File: src/rtl/mem_port_arbiter_pkg.sv
// Shared definitions for the unified memory port arbiter.
package mem_port_arbiter_pkg;

    typedef enum logic [1:0] {
        ARB_IDLE    = 2'd0,
        ARB_FETCH   = 2'd1,
        ARB_DATA    = 2'd2,
        ARB_DISCARD = 2'd3
    } arb_state_t;

    localparam int unsigned RUN_CNT_W = 4;
    localparam logic [3:0]  FETCH_BE  = 4'hF;

endpackage

File: src/rtl/mem_arb_select.sv
// Combinational eligibility and priority picker for the memory port arbiter.
module mem_arb_select
    import mem_port_arbiter_pkg::*;
#(
    parameter int unsigned MAX_DATA_RUN = 4
)
(
    input  logic                 is_idle,
    input  logic                 if_req,
    input  logic                 flush,
    input  logic                 instr_valid,
    input  logic                 dm_req,
    input  logic                 dm_valid,
    input  logic [RUN_CNT_W-1:0] run_cnt,
    output logic                 grant_fetch,
    output logic                 grant_data,
    output logic                 run_below_max
);

    localparam logic [RUN_CNT_W-1:0] MAX_RUN_C = RUN_CNT_W'(MAX_DATA_RUN);

    logic fetch_elig_s;
    logic data_elig_s;

    // A requester whose result pulses this cycle is already served; fetch is ignored while flushing.
    always_comb begin
        fetch_elig_s  = if_req & ~flush & ~instr_valid;
        data_elig_s   = dm_req & ~dm_valid;
        run_below_max = (run_cnt < MAX_RUN_C);
        grant_fetch   = 1'b0;
        grant_data    = 1'b0;
        if (is_idle && data_elig_s && (run_below_max || !fetch_elig_s)) begin
            grant_data = 1'b1;
        end else if (is_idle && fetch_elig_s) begin
            grant_fetch = 1'b1;
        end else begin
            grant_fetch = 1'b0;
            grant_data  = 1'b0;
        end
    end

endmodule

File: src/rtl/mem_port_arbiter.sv
// Arbitrates one single-port memory between instruction fetch and data accesses,
// holding each grant through a variable-latency ready handshake.
module mem_port_arbiter
    import mem_port_arbiter_pkg::*;
#(
    parameter int unsigned MAX_DATA_RUN = 4
)
(
    input  logic        CLK,
    input  logic        RST,
    input  logic        IF_Req,
    input  logic [31:0] IF_Addr,
    input  logic        Flush,
    input  logic        DM_Req,
    input  logic        DM_We,
    input  logic [31:0] DM_Addr,
    input  logic [31:0] DM_WData,
    input  logic [3:0]  DM_Be,
    output logic        Mem_Req,
    output logic        Mem_We,
    output logic [31:0] Mem_Addr,
    output logic [31:0] Mem_WData,
    output logic [3:0]  Mem_Be,
    input  logic        Mem_Ready,
    input  logic [31:0] Mem_RData,
    output logic        Instr_Valid,
    output logic [31:0] Instr_F,
    output logic        DM_Valid,
    output logic [31:0] DM_RData,
    output logic        Stall_F,
    output logic        Stall_M
);

    arb_state_t           state_r;
    arb_state_t           state_nxt_s;
    logic [RUN_CNT_W-1:0] run_cnt_r;
    logic                 is_idle_s;
    logic                 grant_fetch_s;
    logic                 grant_data_s;
    logic                 run_below_max_s;
    logic                 instr_load_s;
    logic                 data_done_s;
    logic                 access_done_s;

    assign is_idle_s     = (state_r == ARB_IDLE);
    assign access_done_s = ~is_idle_s & Mem_Ready;
    assign Stall_F       = IF_Req & ~Instr_Valid;
    assign Stall_M       = DM_Req & ~DM_Valid;

    mem_arb_select #(
        .MAX_DATA_RUN (MAX_DATA_RUN)
    ) u_select (
        .is_idle       (is_idle_s),
        .if_req        (IF_Req),
        .flush         (Flush),
        .instr_valid   (Instr_Valid),
        .dm_req        (DM_Req),
        .dm_valid      (DM_Valid),
        .run_cnt       (run_cnt_r),
        .grant_fetch   (grant_fetch_s),
        .grant_data    (grant_data_s),
        .run_below_max (run_below_max_s)
    );

    // State register.
    always_ff @(posedge CLK or posedge RST) begin
        if (RST) begin
            state_r <= ARB_IDLE;
        end else begin
            state_r <= state_nxt_s;
        end
    end

    // Next state plus result-capture strobes; a redirect turns an in-flight fetch into a discard.
    always_comb begin
        state_nxt_s  = state_r;
        instr_load_s = 1'b0;
        data_done_s  = 1'b0;
        case (state_r)
            ARB_IDLE: begin
                if (grant_data_s) begin
                    state_nxt_s = ARB_DATA;
                end else if (grant_fetch_s) begin
                    state_nxt_s = ARB_FETCH;
                end else begin
                    state_nxt_s = ARB_IDLE;
                end
            end
            ARB_FETCH: begin
                if (Mem_Ready) begin
                    state_nxt_s  = ARB_IDLE;
                    instr_load_s = ~Flush;
                end else if (Flush) begin
                    state_nxt_s = ARB_DISCARD;
                end else begin
                    state_nxt_s = ARB_FETCH;
                end
            end
            ARB_DATA: begin
                if (Mem_Ready) begin
                    state_nxt_s = ARB_IDLE;
                    data_done_s = 1'b1;
                end else begin
                    state_nxt_s = ARB_DATA;
                end
            end
            ARB_DISCARD: begin
                if (Mem_Ready) begin
                    state_nxt_s = ARB_IDLE;
                end else begin
                    state_nxt_s = ARB_DISCARD;
                end
            end
            default: begin
                state_nxt_s = ARB_IDLE;
            end
        endcase
    end

    // Consecutive data grants while a fetch is waiting; saturates at the cap.
    always_ff @(posedge CLK or posedge RST) begin
        if (RST) begin
            run_cnt_r <= {RUN_CNT_W{1'b0}};
        end else if (!IF_Req || grant_fetch_s) begin
            run_cnt_r <= {RUN_CNT_W{1'b0}};
        end else if (grant_data_s && run_below_max_s) begin
            run_cnt_r <= run_cnt_r + {{(RUN_CNT_W-1){1'b0}}, 1'b1};
        end else begin
            run_cnt_r <= run_cnt_r;
        end
    end

    // Memory request registers: loaded on grant, held until the access completes.
    always_ff @(posedge CLK or posedge RST) begin
        if (RST) begin
            Mem_Req   <= 1'b0;
            Mem_We    <= 1'b0;
            Mem_Addr  <= 32'd0;
            Mem_WData <= 32'd0;
            Mem_Be    <= 4'd0;
        end else if (grant_data_s) begin
            Mem_Req   <= 1'b1;
            Mem_We    <= DM_We;
            Mem_Addr  <= DM_Addr;
            Mem_WData <= DM_WData;
            Mem_Be    <= DM_Be;
        end else if (grant_fetch_s) begin
            Mem_Req   <= 1'b1;
            Mem_We    <= 1'b0;
            Mem_Addr  <= IF_Addr;
            Mem_WData <= 32'd0;
            Mem_Be    <= FETCH_BE;
        end else if (access_done_s) begin
            Mem_Req   <= 1'b0;
            Mem_We    <= 1'b0;
        end
    end

    // Result registers; store completions leave DM_RData untouched.
    always_ff @(posedge CLK or posedge RST) begin
        if (RST) begin
            Instr_Valid <= 1'b0;
            Instr_F     <= 32'd0;
            DM_Valid    <= 1'b0;
            DM_RData    <= 32'd0;
        end else begin
            Instr_Valid <= instr_load_s;
            DM_Valid    <= data_done_s;
            if (instr_load_s) begin
                Instr_F <= Mem_RData;
            end
            if (data_done_s && !Mem_We) begin
                DM_RData <= Mem_RData;
            end
        end
    end

endmodule

File: config.mk
export PLATFORM = sky130hd
export DESIGN_NAME = mem_port_arbiter
export DESIGN_NICKNAME = d
export VERILOG_FILES = /design/src/rtl/mem_port_arbiter_pkg.sv /design/src/rtl/mem_arb_select.sv /design/src/rtl/mem_port_arbiter.sv
export SDC_FILE = /design/constraint.sdc
export NUM_CORES = 1
export LEC_CHECK = 0
export BUFFER_PORTS_ARGS = -buffer_cell sky130_fd_sc_hd__buf_4
export CORE_AREA = 2 2 132 134
export CTS_CLUSTER_DIAMETER = 40
export DETAILED_ROUTE_END_ITERATION = 7
export DIE_AREA = 0 0 134 136
export SKIP_CTS_REPAIR_TIMING = 1
export SYNTH_ARGS = -nofsm -noshare
export SYNTH_HDL_FRONTEND = slang
export SYNTH_SLANG_ARGS = --single-unit
File: constraint.sdc
create_clock -name CLK -period 6.4 [get_ports CLK]
set_clock_uncertainty 0.1 [all_clocks]
set_input_delay 1.92 -clock CLK [delete_from_list [all_inputs] [get_ports CLK]]
set_output_delay 1.92 -clock CLK [all_outputs]
set_load 0.01 [all_outputs]
Yosys cells after proc, flatten, opt, wreduce, memory -nomap -nowiden
Index checks and enable logic that the tools add are counted.
Widths: inputs -> output; s select.
{ "totals": {"wordCells": 66, "out_inout_bits": 138, "input_bits": 139, "reg_bits": 142} }
{ "op_classes": {"magnitude_cmp": 1, "mux": 27, "reduce_logical": 14, "addsub": 1, "bitwise_logic": 9, "eq_ne": 3} }
{ "ops": {"columns": ["operator", "count"], "rows": [
  ["$mux 32", 4],
  ["$mux 4", 4],
  ["$mux 1", 13],
  ["$mux 2", 5],
  ["$pmux 2 s4", 1],
  ["$and 1x1->1", 5],
  ["$logic_and 1x1->1", 5],
  ["$add 4x1->4 const B", 1],
  ["$eq 2x2->1 const B", 2],
  ["$lt 4x3->1 const B", 1],
  ["$not 1->1", 4],
  ["$reduce_bool 2->1", 2],
  ["$logic_not 1->1", 3],
  ["$reduce_bool 3->1", 1],
  ["$eq 2x1->1 const B", 1],
  ["$logic_not 2->1", 1],
  ["$logic_or 1x1->1", 2]
]} }

Longest topological paths before layout
Gate-level depths: netlist of run 1.
{ "depth": {"depth_word": 10, "ltp_mapped": 6, "mapped_depth_nobuf": 3} }

Cells and area by module
From an unflattened synthesis of run 1, not the netlist that was laid out.
{ "hier_totals": {"hier_cells": 470, "area_unflattened_um2": 5786.8} }
{ "by_module_without_submodules": {"columns": ["module", "n_inst", "area_per_inst_um2", "seq_area_each_um2", "cells_each"], "rows": [
  ["mem_port_arbiter", 1, 5743.0, 3553.4, 463],
  ["mem_arb_select", 1, 43.8, 0.0, 7]
]} }

Least setup slack after synthesis of run 1
Ideal clock, no wire load.
{ "synth_timing": {"path_kind": "input to output", "startpoint": "input port IF_Req", "endpoint": "output port Stall_F", "required_time_ns": 4.380, "path_stages": 1, "slack_ns": 2.171, "path_buffers": 0, "arrival_time_ns": 2.209, "path_cell_list": "nor2b_1"} }
{ "synth_between": {"elab_chain_len": 1} }
{ "synth_lines": {"columns": ["element", "line_no", "rtl"], "rows": [
  ["start, declared", "mem_port_arbiter.sv:11", "input logic IF_Req,"],
  ["$and 1x1->1", "mem_port_arbiter.sv:47", "assign Stall_F = IF_Req & ~Instr_Valid;"],
  ["end, declared", "mem_port_arbiter.sv:30", "output logic Stall_F,"]
]} }
Every way passes these cells.

Final worst setup path of run 1
Ends and elaborated chain as after synthesis.

==> results of run 1 <==
==> power breakdown <==
part / internal, mW / total [mW] / switching (mW)
Combinational: 0.964 / 1.71 / 0.744
Sequential: 1.31 / 1.56 / 0.251
Clock: 0.715 / 1.10 / 0.384
Total: 2.99 / 4.37 / 1.38
==> cells in the final DEF, fill, tap and decap left out, types with 2 or more instances in the layout <==
master / n
a211oi_1: 32
a21oi_1: 2
dfrtp_1: 142
inv_1: 33
a221o_2: 27
mux2_2: 62
o22ai_1: 3
a21o_1: 2
mux2_1: 2
o22a_1: 4
o21ai_0: 4
a21oi_4: 2
clkbuf_8: 2
a221o_1: 5
a22o_1: 32
inv_6: 5
nand2_1: 8
bufinv_16: 5
buf_4: 282
nor2b_1: 2
clkbuf_16: 17
==> area by class of cell <==
type,count,area (sq um)
clock inverter,12,206
sequential,142,3550
timing repair buffer,282,2120
clock buffer,19,453
tap,225,282
inverter,34,133
multi-input combinational,203,1950
fill,1514,8180
==> worst paths after layout <==
path                       cells after the start  slack (ps)                        to
min in group asynchronous                      2        1620  Mem_WData[7]$_DFFE_PP0P_
max                                            3        1820                   Stall_F
min reg2reg                                    2         380       Mem_Req$_DFFE_PP0P_
max in group asynchronous                      3        3490  Mem_Addr[16]$_DFFE_PP0P_
min                                            2         380       Mem_Req$_DFFE_PP0P_
max reg2reg                                    4        4000  Mem_Addr[29]$_DFFE_PP0P_
==> critical path: stages <==
cell and delay, ps:
buf_4 130, nor2b_1 310, buf_4 190
==> logic make-up (layout without fill, tap and decap cells) <==
group | Yosys count | after routing
compound gates | 116 | 116
fa+ha+maj | 1 | 1
buf+inv | 67 | 347
flops | 142 | 142
mux | 64 | 64
simple gates | 22 | 22
==> flip-flops by register name (all words and copies together) (netlist names) <==
| name | flops |
|---|---|
| Mem_WData | 32 |
| Mem_We | 1 |
| DM_Valid | 1 |
| Instr_F | 32 |
| state_r | 2 |
| Mem_Be | 4 |
| run_cnt_r | 4 |
| Instr_Valid | 1 |
| Mem_Addr | 32 |
| DM_RData | 32 |
| Mem_Req | 1 |
==> per-stage QoR <==
step                      worst slack (ps)  std cells  cell area (sq um)  hold WS, ps
after detailed placement              1820        886               8040          370
after floorplan                        570        412               5790          393
final                                 1820        917               8700          379
after CTS                             1820        917               8700          385
after global routing                  1770        917               8700          416
after global placement                1850        886               8040          367
==> per-layer routing <==
layer | up-vias | routed length (um)
met4 | 0 | 180
met5 | - | 0
met2 | 224 | 8070
met3 | 15 | 1880
met1 | 2293 | 6680
li1 | 2078 | -
==> metrics.md, run 1 <==
| Metric | Value |
|---|---|
| Unrepaired setup endpoints after global routing | no |
| Simple-gate area share of the yosys netlist | 2.68% |
| Die Ht | between 100 and 150 um |
| Grt met1 use | 21.9% |
| Worst r2r src | state_r[0]$_DFF_PP0_ |
| Port Buffers | between 200 and 300 |
| CTS Buf Count | 17 |
| Synthesized net count | 552 |
| Vias in the first global route | between 4000 and 5000 |
| Seq/Total Area, Yosys | roughly 61% |
| Final net count | 820 |
| First-pass GRT wire length | approximately 26 mm |
| Outcome | completed |
| DP HPWL | between 10 and 15 mm |
| Num Clock Sinks | between 100 and 150 |
| Distinct cell type count after synthesis | 36 |
| Most numerous cell in the Yosys netlist | dfrtp_1 |
| Setup Viol. Count Final | 0 |
| Final hold violation count | 0 |
| Critical Path Sink Type | output pin |
| Initial antenna violation count | 0 |
| Post-layout util | roughly 52% |
| Avg Cell Area, Syn | 14.1 sq um |
| # DRC | 0 |
| Fraction of synthesized area in multiplexers | roughly an eighth |
| Critical path launch point | IF_Req |
| H-tree Lvls | 4 |
| Worst EP arrival | roughly 2600 ps |
| Minimum clock period | 4580 ps |
| Most crowded layer after global routing | met2 |
| Start point of the worst hold path | Mem_Req$_DFFE_PP0P_ |
| Clock latency on the worst-skew pair | between 400 and 500 ps |
| Max-slew headroom | between 30% and 40% |
| Synth top cells by count | 142 x dfrtp_1, 62 x mux2_2, 34 x inv_1 |
| Startpoint Class | input port |
| Total core area | approximately 17000 sq um |
| Largest net degree at the start of global routing | around 110 |
| Routed Antenna Nets | 0 |
| All-Layer GR Usage | a little under a fifth |
| Row cnt | 48 |
| Period utilization | a little under three quarters |
| Full die area | 18200 sq um |
| Compound-Gate Fraction of Synth Area | about 18% |
| Setup TNS | 0 ps |
| CP Class | input port to output pin |
| Initial Utilization | around 34% |
| Worst hold path type | flip-flop to flip-flop |
| Post-synth ARST share | 100% |
| Most used flip-flop cell after synthesis | dfrtp_1 |
| Max-Cap Viols | 0 |
| WL/cell | between 15 and 20 um |
| IO Count | approximately 280 |
| Largest area contributor in the netlist | dfrtp_1 |
| Fmax | 219 MHz |
| Vias per cell | between 5 and 6 |
| Syn Std Cell Area | 5790 sq um |
| Layout cells sized above 1 | about three fifths |
| Top post-synthesis cells by area | dfrtp_1 61%, mux2_2 12%, a221o_2 5.2% |
| Largest family of logic cells by synthesized area | compound AO/OA/AOI/OAI gates |
| Critical path peak fanout | 9 |
| Met2 Usage GRT | between 30 and 40% |
| Remaining global-route overflow | 0 |
| Gp weighted congestion | a little under 0.8 |
| CTS tree | built |
| Slew @ Worst Pin | around 1000 ps |
| P_leak | 4.27 nW |
| Syn-to-layout area delta | 50.1% |
| Max clock buf depth | 2 |
| Final max-slew violation count | 0 |
| Initial DRC Count | between 100 and 150 |
| Pwr Density | just over 500 nW/um^2 |
| #FFs+latches synth | about 140 |
| N_diodes | 0 |
| Area share of the largest cell type after synthesis | about three fifths |
| DR vias | around 4600 |
| Worst path required time | roughly 4400 ps |
| Clk slew on worst S/H paths | ~60 ps |
| Synth Area in XOR/XNOR | 0% |
| Number of flops mapped to enable cells by yosys | 0 |
| DRT Pass-1 Iters | 4 |
| Wirelength, routed | between 15 and 20 mm |
| Adder and majority gate portion of the synthesized area | 0.216% |
| Met3 Resource Use GR | 8.24% |
| Root buffer cell | clkbuf_16 |
| Die Span X | 134 um |
| Cells after Synth | roughly 400 |
| Peak VDD IR | around 240 uV |
| Total number of yosys warnings | 0 |
| Overall Power | approximately 4.4 mW |
(Power assumes the default switching activity.)
==> run 2: changes to the inputs <==
- clock period: 6.4 -> 4.5 ns (I/O delays scaled with it)
==> run 2 against run 1 <==
  * Global-route usage about the same
  * Highest routed layer unchanged
  * Largest power group unchanged
  * Non-clock buffer count increased by 1
  * Power increased by 42%
  * Largest cell class unchanged
  * Routed wire length decreased by 0.11%
  * Die area unchanged
==> metrics.md, run 2 (synthesis gave the netlist of run 1 again) <==
| Metric | Value |
|---|---|
| Worst setup slack after placement | 1080 ps (-734 ps) |
| Total core area | 16900 sq um (unchanged) |
| DRT Pass-1 Iters | 4 (unchanged) |
| Final max-slew violation count | 0 (unchanged) |
| Vias per cell | 5.01 (-0.35%) |
| Wirelength, routed | 16.8 mm (-0.11%) |
| DP HPWL | 11.9 mm (+1.1%) |
| Post-route setup slack | 1090 ps (-737 ps) |
| Pwr Density | 711 nW/um^2 (+42%) |
| Period utilization | ~76% |
| Num Clock Sinks | 142 (unchanged) |
| Max-slew headroom | 33.4% (-1.1 points) |
| Row cnt | 48 (unchanged) |
| Root buffer cell | clkbuf_16 |
| Initial antenna violation count | 1 (+1) |
| Placed cell count | 887 (+0.11%) |
| CTS Buf Count | 17 (unchanged) |
| Remaining global-route overflow | 0 (unchanged) |
| Unrepaired setup endpoints after global routing | no |
| Max clock buf depth | 2 (unchanged) |
| Worst path required time | 3050 ps (-1330 ps) |
| DR vias | 4604 (-0.13%) |
| Most common cell after layout, fill and taps aside | buf_4 |
| Startpoint Class | input port |
| First-pass GRT wire length | 26.0 mm (-0.76%) |
| Minimum clock period | between 3000 and 4000 ps |
| Critical path peak fanout | 9 (unchanged) |
| Die Span X | 134 um (unchanged) |
| Post-layout util | 51.5% (about the same) |
| IO Count | 277 (unchanged) |
| Clock latency on the worst-skew pair | 410 ps (about the same) |
| Initial Utilization | 34.3% (unchanged) |
| Critical Path Sink Type | output pin |
| Fmax | 293 MHz |
| Setup Viol. Count Final | 0 (unchanged) |
| All-Layer GR Usage | 18.5% (-0.021 points) |
| # DRC | 0 (unchanged) |
| P_leak | 4.27 nW (-0.11%) |
| Vias in the first global route | 4813 (-2.1%) |
| Commonest cells after routing, fill and taps aside | 282 x buf_4, 142 x dfrtp_1, 62 x mux2_2 |
| CTS tree | built |
| Full die area | 18200 sq um (unchanged) |
| WL/cell | 18.3 um (-0.33%) |
| Slew @ Worst Pin | 997 ps (+16.4 ps) |
| Final Instance Count excl. Fillers | 919 (+0.22%) |
| Setup TNS | 0 ps (unchanged) |
| Final net count | 821 (+0.12%) |
| Layout cells sized above 1 | 59.5% (-0.086 points) |
| CP Class | input port to output pin |
| Worst hold path type | flip-flop to flip-flop |
| Port Buffers | 276 (unchanged) |
| Routed Antenna Nets | 0 (unchanged) |
| Initial DRC Count | 171 (+20%) |
| Clk slew on worst S/H paths | 60 ps (about the same) |
| Die Ht | 136 um (unchanged) |
| Gp weighted congestion | 0.760 (-3.8%) |
| H-tree Lvls | 4 (unchanged) |
| Final hold violation count | 0 (unchanged) |
| Syn-to-layout area delta | 50.2% (about the same) |
| Outcome | completed |
| Largest net degree at the start of global routing | 83 (-23%) |
| Overall Power | 6.19 mW (+42%) |
| Worst EP arrival | 1960 ps (-600 ps) |
| Max-Cap Viols | 0 (unchanged) |
| Peak VDD IR | 469 uV (+97%) |
run 2: cell count changes in the layout (fill, tap and decap cells not counted):
cell        change
clkbuf_8        -2
clkinv_2        +1
buf_12          +1
inv_6           -2
clkinv_4        +1
diode_2         +1
clkinvlp_4      +1
clkbuf_1        +1
run 2: layout make-up:
class / instances / area, sq um
clock inverter: 13 / 211
fill: 1480 / 8180
multi-input combinational: 203 / 1950
timing repair buffer: 283 / 2140
inverter: 34 / 131
sequential: 142 / 3550
clock buffer: 18 / 429
antenna: 1 / 2.50
tap: 225 / 282
run 2: worst paths after layout:
| check | from | endpoint | slack [ps] | cells after the start |
|---|---|---|---|---|
| worst max register to register | state_r[0]$_DFF_PP0_ | Mem_WData[1]$_DFFE_PP0P_ | 2170 | 3 |
| min in group asynchronous | RST | Instr_F[9]$_DFFE_PP0P_ | 930 | 2 |
| worst max-delay path | IF_Req | Stall_F | 1090 | 3 |
| max in group asynchronous | RST | Mem_Addr[4]$_DFFE_PP0P_ | 2510 | 3 |
| worst min register to register | DM_RData[2]$_DFFE_PP0P_ | DM_RData[2]$_DFFE_PP0P_ | 390 | 1 |
| worst min-delay path | DM_RData[2]$_DFFE_PP0P_ | DM_RData[2]$_DFFE_PP0P_ | 390 | 1 |
run 2: metal layers:
metal / part of all wire (%) / vias up / wire length (um) / global-route usage [%]
met5: 0 / - / 0 / 0
met4: 1.4 / 0 / 229 / 6.15
met3: 11 / 15 / 1860 / 8.50
met2: 47 / 221 / 7960 / 30.2
met1: 40 / 2288 / 6740 / 21.6
li1: - / 2080 / - / -
run 2: through the flow:
stage | area (sq um) | hold WS [ps]
6_report | 8700 | 389
5_1_grt | 8700 | 408
4_1_cts | 8700 | 395
3_5_place_dp | 8060 | 381
3_3_place_gp | 8060 | 370
2_1_floorplan | 5800 | 393
run 2: worst max-delay path, cell delays in order:
cell and delay, ps:
buf_4 120, nor2b_1 300, buf_4 190
run 2: where the power goes:
| group | internal [mW] | switching [mW] |
|---|---|---|
| combinational | 1.37 | 1.06 |
| clock | 0.986 | 0.546 |
| sequential | 1.87 | 0.359 |
| total | 4.22 | 1.97 |
==> run 3: changes to the inputs <==
- clock period: 4.5 -> 3.4 ns (I/O delays scaled with it)
==> run 3 against run 2 <==
  * Cell area did not move
  * Register-to-register slack worse by 1100 ps
  * Flip-flop and latch count unchanged
  * Critical path type unchanged
  * Routed wire length is 1.1% lower
  * Worst setup slack lost 470 ps
  * Global-route usage down 0.33 points
  * Via count decreased by 1.0%
  * Critical endpoint unchanged
  * Sequential power is 33% higher
  * First-iteration DRC count up 9.9%
  * Clock power rose by 20%
==> metrics.md, run 3 (synthesis gave the netlist of run 1 again) <==
| Metric | Value |
|---|---|
| Clk slew on worst S/H paths | 60 ps (about the same) |
| Minimum clock period | 2780 ps |
| Worst hold path type | flip-flop to flip-flop |
| Startpoint Class | input port |
| Final hold violation count | 0 (unchanged) |
| Worst r2r src | state_r[0]$_DFF_PP0_ |
| Switching share of power | 32.4% (+0.69 points) |
| Worst EP arrival | 1660 ps (-300 ps) |
| FF/Latch Area | 3550 sq um (unchanged) |
| Remaining global-route overflow | 0 (unchanged) |
| Combinational share of power | 40.3% (+1.0 points) |
| Slew @ Worst Pin | 1020 ps (+23.0 ps) |
| Commonest cells after routing, fill and taps aside | 282 x buf_4, 142 x dfrtp_1, 62 x mux2_2 |
| Power share of the clock group | 22.8% (-2.0 points) |
| Outcome | completed |
| DRT Pass-1 Iters | 4 (unchanged) |
| IO Count | 277 (unchanged) |
| # DRC | 0 (unchanged) |
| R2r setup slk | 1030 ps (-1140 ps) |
| Unrepaired setup endpoints after global routing | no |
| H-tree Lvls | 4 (unchanged) |
| Setup Viol. Count Final | 0 (unchanged) |
| Critical Path Sink Type | output pin |
| Full die area | 18200 sq um (unchanged) |
| Die Span X | 134 um (unchanged) |
| Worst R2R Path Depth | 4 (+1) |
| Post-route setup slack | 620 ps (-468 ps) |
| Pwr Density | 921 nW/um^2 (+29%) |
| Routed Antenna Nets | 0 (unchanged) |
| Row cnt | 48 (unchanged) |
| CTS Buf Count | 17 (unchanged) |
| Period utilization | 81.8% |
| Sequential Power Share | 36.9% (+1.0 points) |
| Sw Pwr | 2.60 mW (+32%) |
| Final Instance Count excl. Fillers | 922 (+0.33%) |
| Hold path depth | 2 (+1) |
| Vias per cell | 4.94 (-1.3%) |
| DR vias | 4558 (-1.0%) |
| Worst path required time | 2280 ps (-770 ps) |
| Fmax | approximately 360 MHz |
| WHS Endpoint | Mem_Req$_DFFE_PP0P_ |
| Post-layout util | 51.5% (unchanged) |
| Initial antenna violation count | 0 (-1) |
| Die Ht | 136 um (unchanged) |
| Initial Utilization | 34.3% (unchanged) |
| Final net count | 824 (+0.37%) |
| P_int | 5.41 mW (+28%) |
| Gp weighted congestion | 0.774 (+1.8%) |
| Setup TNS | 0 ps (unchanged) |
| Initial DRC Count | 188 (+9.9%) |
| Placed Instance Area | 8120 sq um (+0.75%) |
| Most common cell after layout, fill and taps aside | buf_4 |
| Num Clock Sinks | 142 (unchanged) |
| Multi-input gate area | 1950 sq um (unchanged) |
| Final instance area | 8700 sq um (unchanged) |
| Critical path peak fanout | 9 (unchanged) |
| Total core area | 16900 sq um (unchanged) |
| All-Layer GR Usage | 18.1% (-0.33 points) |
| Max-Cap Viols | 0 (unchanged) |
| Overall Power | 8.01 mW (+29%) |
| Fin Hold WS | 382 ps (-7.54 ps) |
| Layout cells sized above 1 | 59.7% (+0.23 points) |
| P_leak | 4.26 nW (-0.14%) |
| Port Buffers | 276 (unchanged) |
| Filler instances | 1488 (+0.54%) |
| CTS tree | built |
| Worst setup slack after placement | 569 ps (-514 ps) |
| Final max-slew violation count | 0 (unchanged) |
| Wirelength, routed | 16.6 mm (-1.1%) |
| Syn-to-layout area delta | 50.2% (unchanged) |
| Clock latency on the worst-skew pair | 410 ps (about the same) |
| Peak VDD IR | 475 uV (+1.2%) |
| Start point of the worst hold path | Mem_Req$_DFFE_PP0P_ |
| Vias in the first global route | 4763 (-1.0%) |
| Placed cell count | 890 (+0.34%) |
| Max clock buf depth | 2 (unchanged) |
| N_diodes | 0 (-1) |
| Largest net degree at the start of global routing | 48 (-42%) |
| WL/cell | 18.0 um (-1.4%) |
| Worst reg2reg path endpoint | Mem_WData[7]$_DFFE_PP0P_ |
| Root buffer cell | clkbuf_16 |
| Max-slew headroom | 31.9% (-1.5 points) |
| DP HPWL | 12.0 mm (+0.73%) |
| First-pass GRT wire length | 25.8 mm (-1.0%) |
| CP Class | input port to output pin |
==> run 3: changes by cell type in the layout (fill, tap and decap cells not counted) <==
cell,previous run,this run
clkinvlp_4,2,5
bufinv_16,5,2
clkinv_4,2,3
diode_2,1,0
buf_12,1,4
clkinv_2,2,3
inv_6,3,1
clkbuf_8,0,1
==> run 3: power groups by stage <==
stage / Combinational [mW] / Sequential, mW / Clock, mW
after floorplan: 1.30 / 3.23 / 0
after global placement: 3.23 / 2.94 / 0
after detailed placement: 3.27 / 2.97 / 0
after CTS: 3.28 / 2.96 / 1.88
after global routing: 3.47 / 3.05 / 1.96
final: 3.23 / 2.95 / 1.83
==> run 3: final cells by class <==
class                   instances  share of cell area, %
inverters                      34                   1.51
flip-flops and latches        142                   40.9
well taps                     225                   3.24
repair buffers                286                   25.3
multi-input cells             203                   22.4
clock inverters                13                   1.61
clock buffers                  19                   5.09
==> run 3: per-layer routing <==
layer	up-vias	track usage [%]	routed length, um
met3	16	7.08	1760
li1	2077	-	-
met4	0	6.32	222
met2	231	29.2	7940
met5	-	0	0
met1	2234	22.2	6690
==> run 3: worst max path at each step <==
stage | start | to | slack (ps) | cells after the start
global route | IF_Req | Stall_F | 600 | 3
detailed placement | DM_Req | Mem_WData[7]$_DFFE_PP0P_ | 570 | 5
CTS | IF_Req | Stall_F | 620 | 3
global placement | IF_Req | Mem_We$_DFFE_PP0P_ | 610 | 5
finish | IF_Req | Stall_F | 620 | 3
floorplan | RST | DM_RData[0]$_DFFE_PP0P_ | 500 | 1
==> run 3: worst max-delay path, stage by stage <==
cell and delay, ps:
buf_4 130, nor2b_1 320, buf_4 190
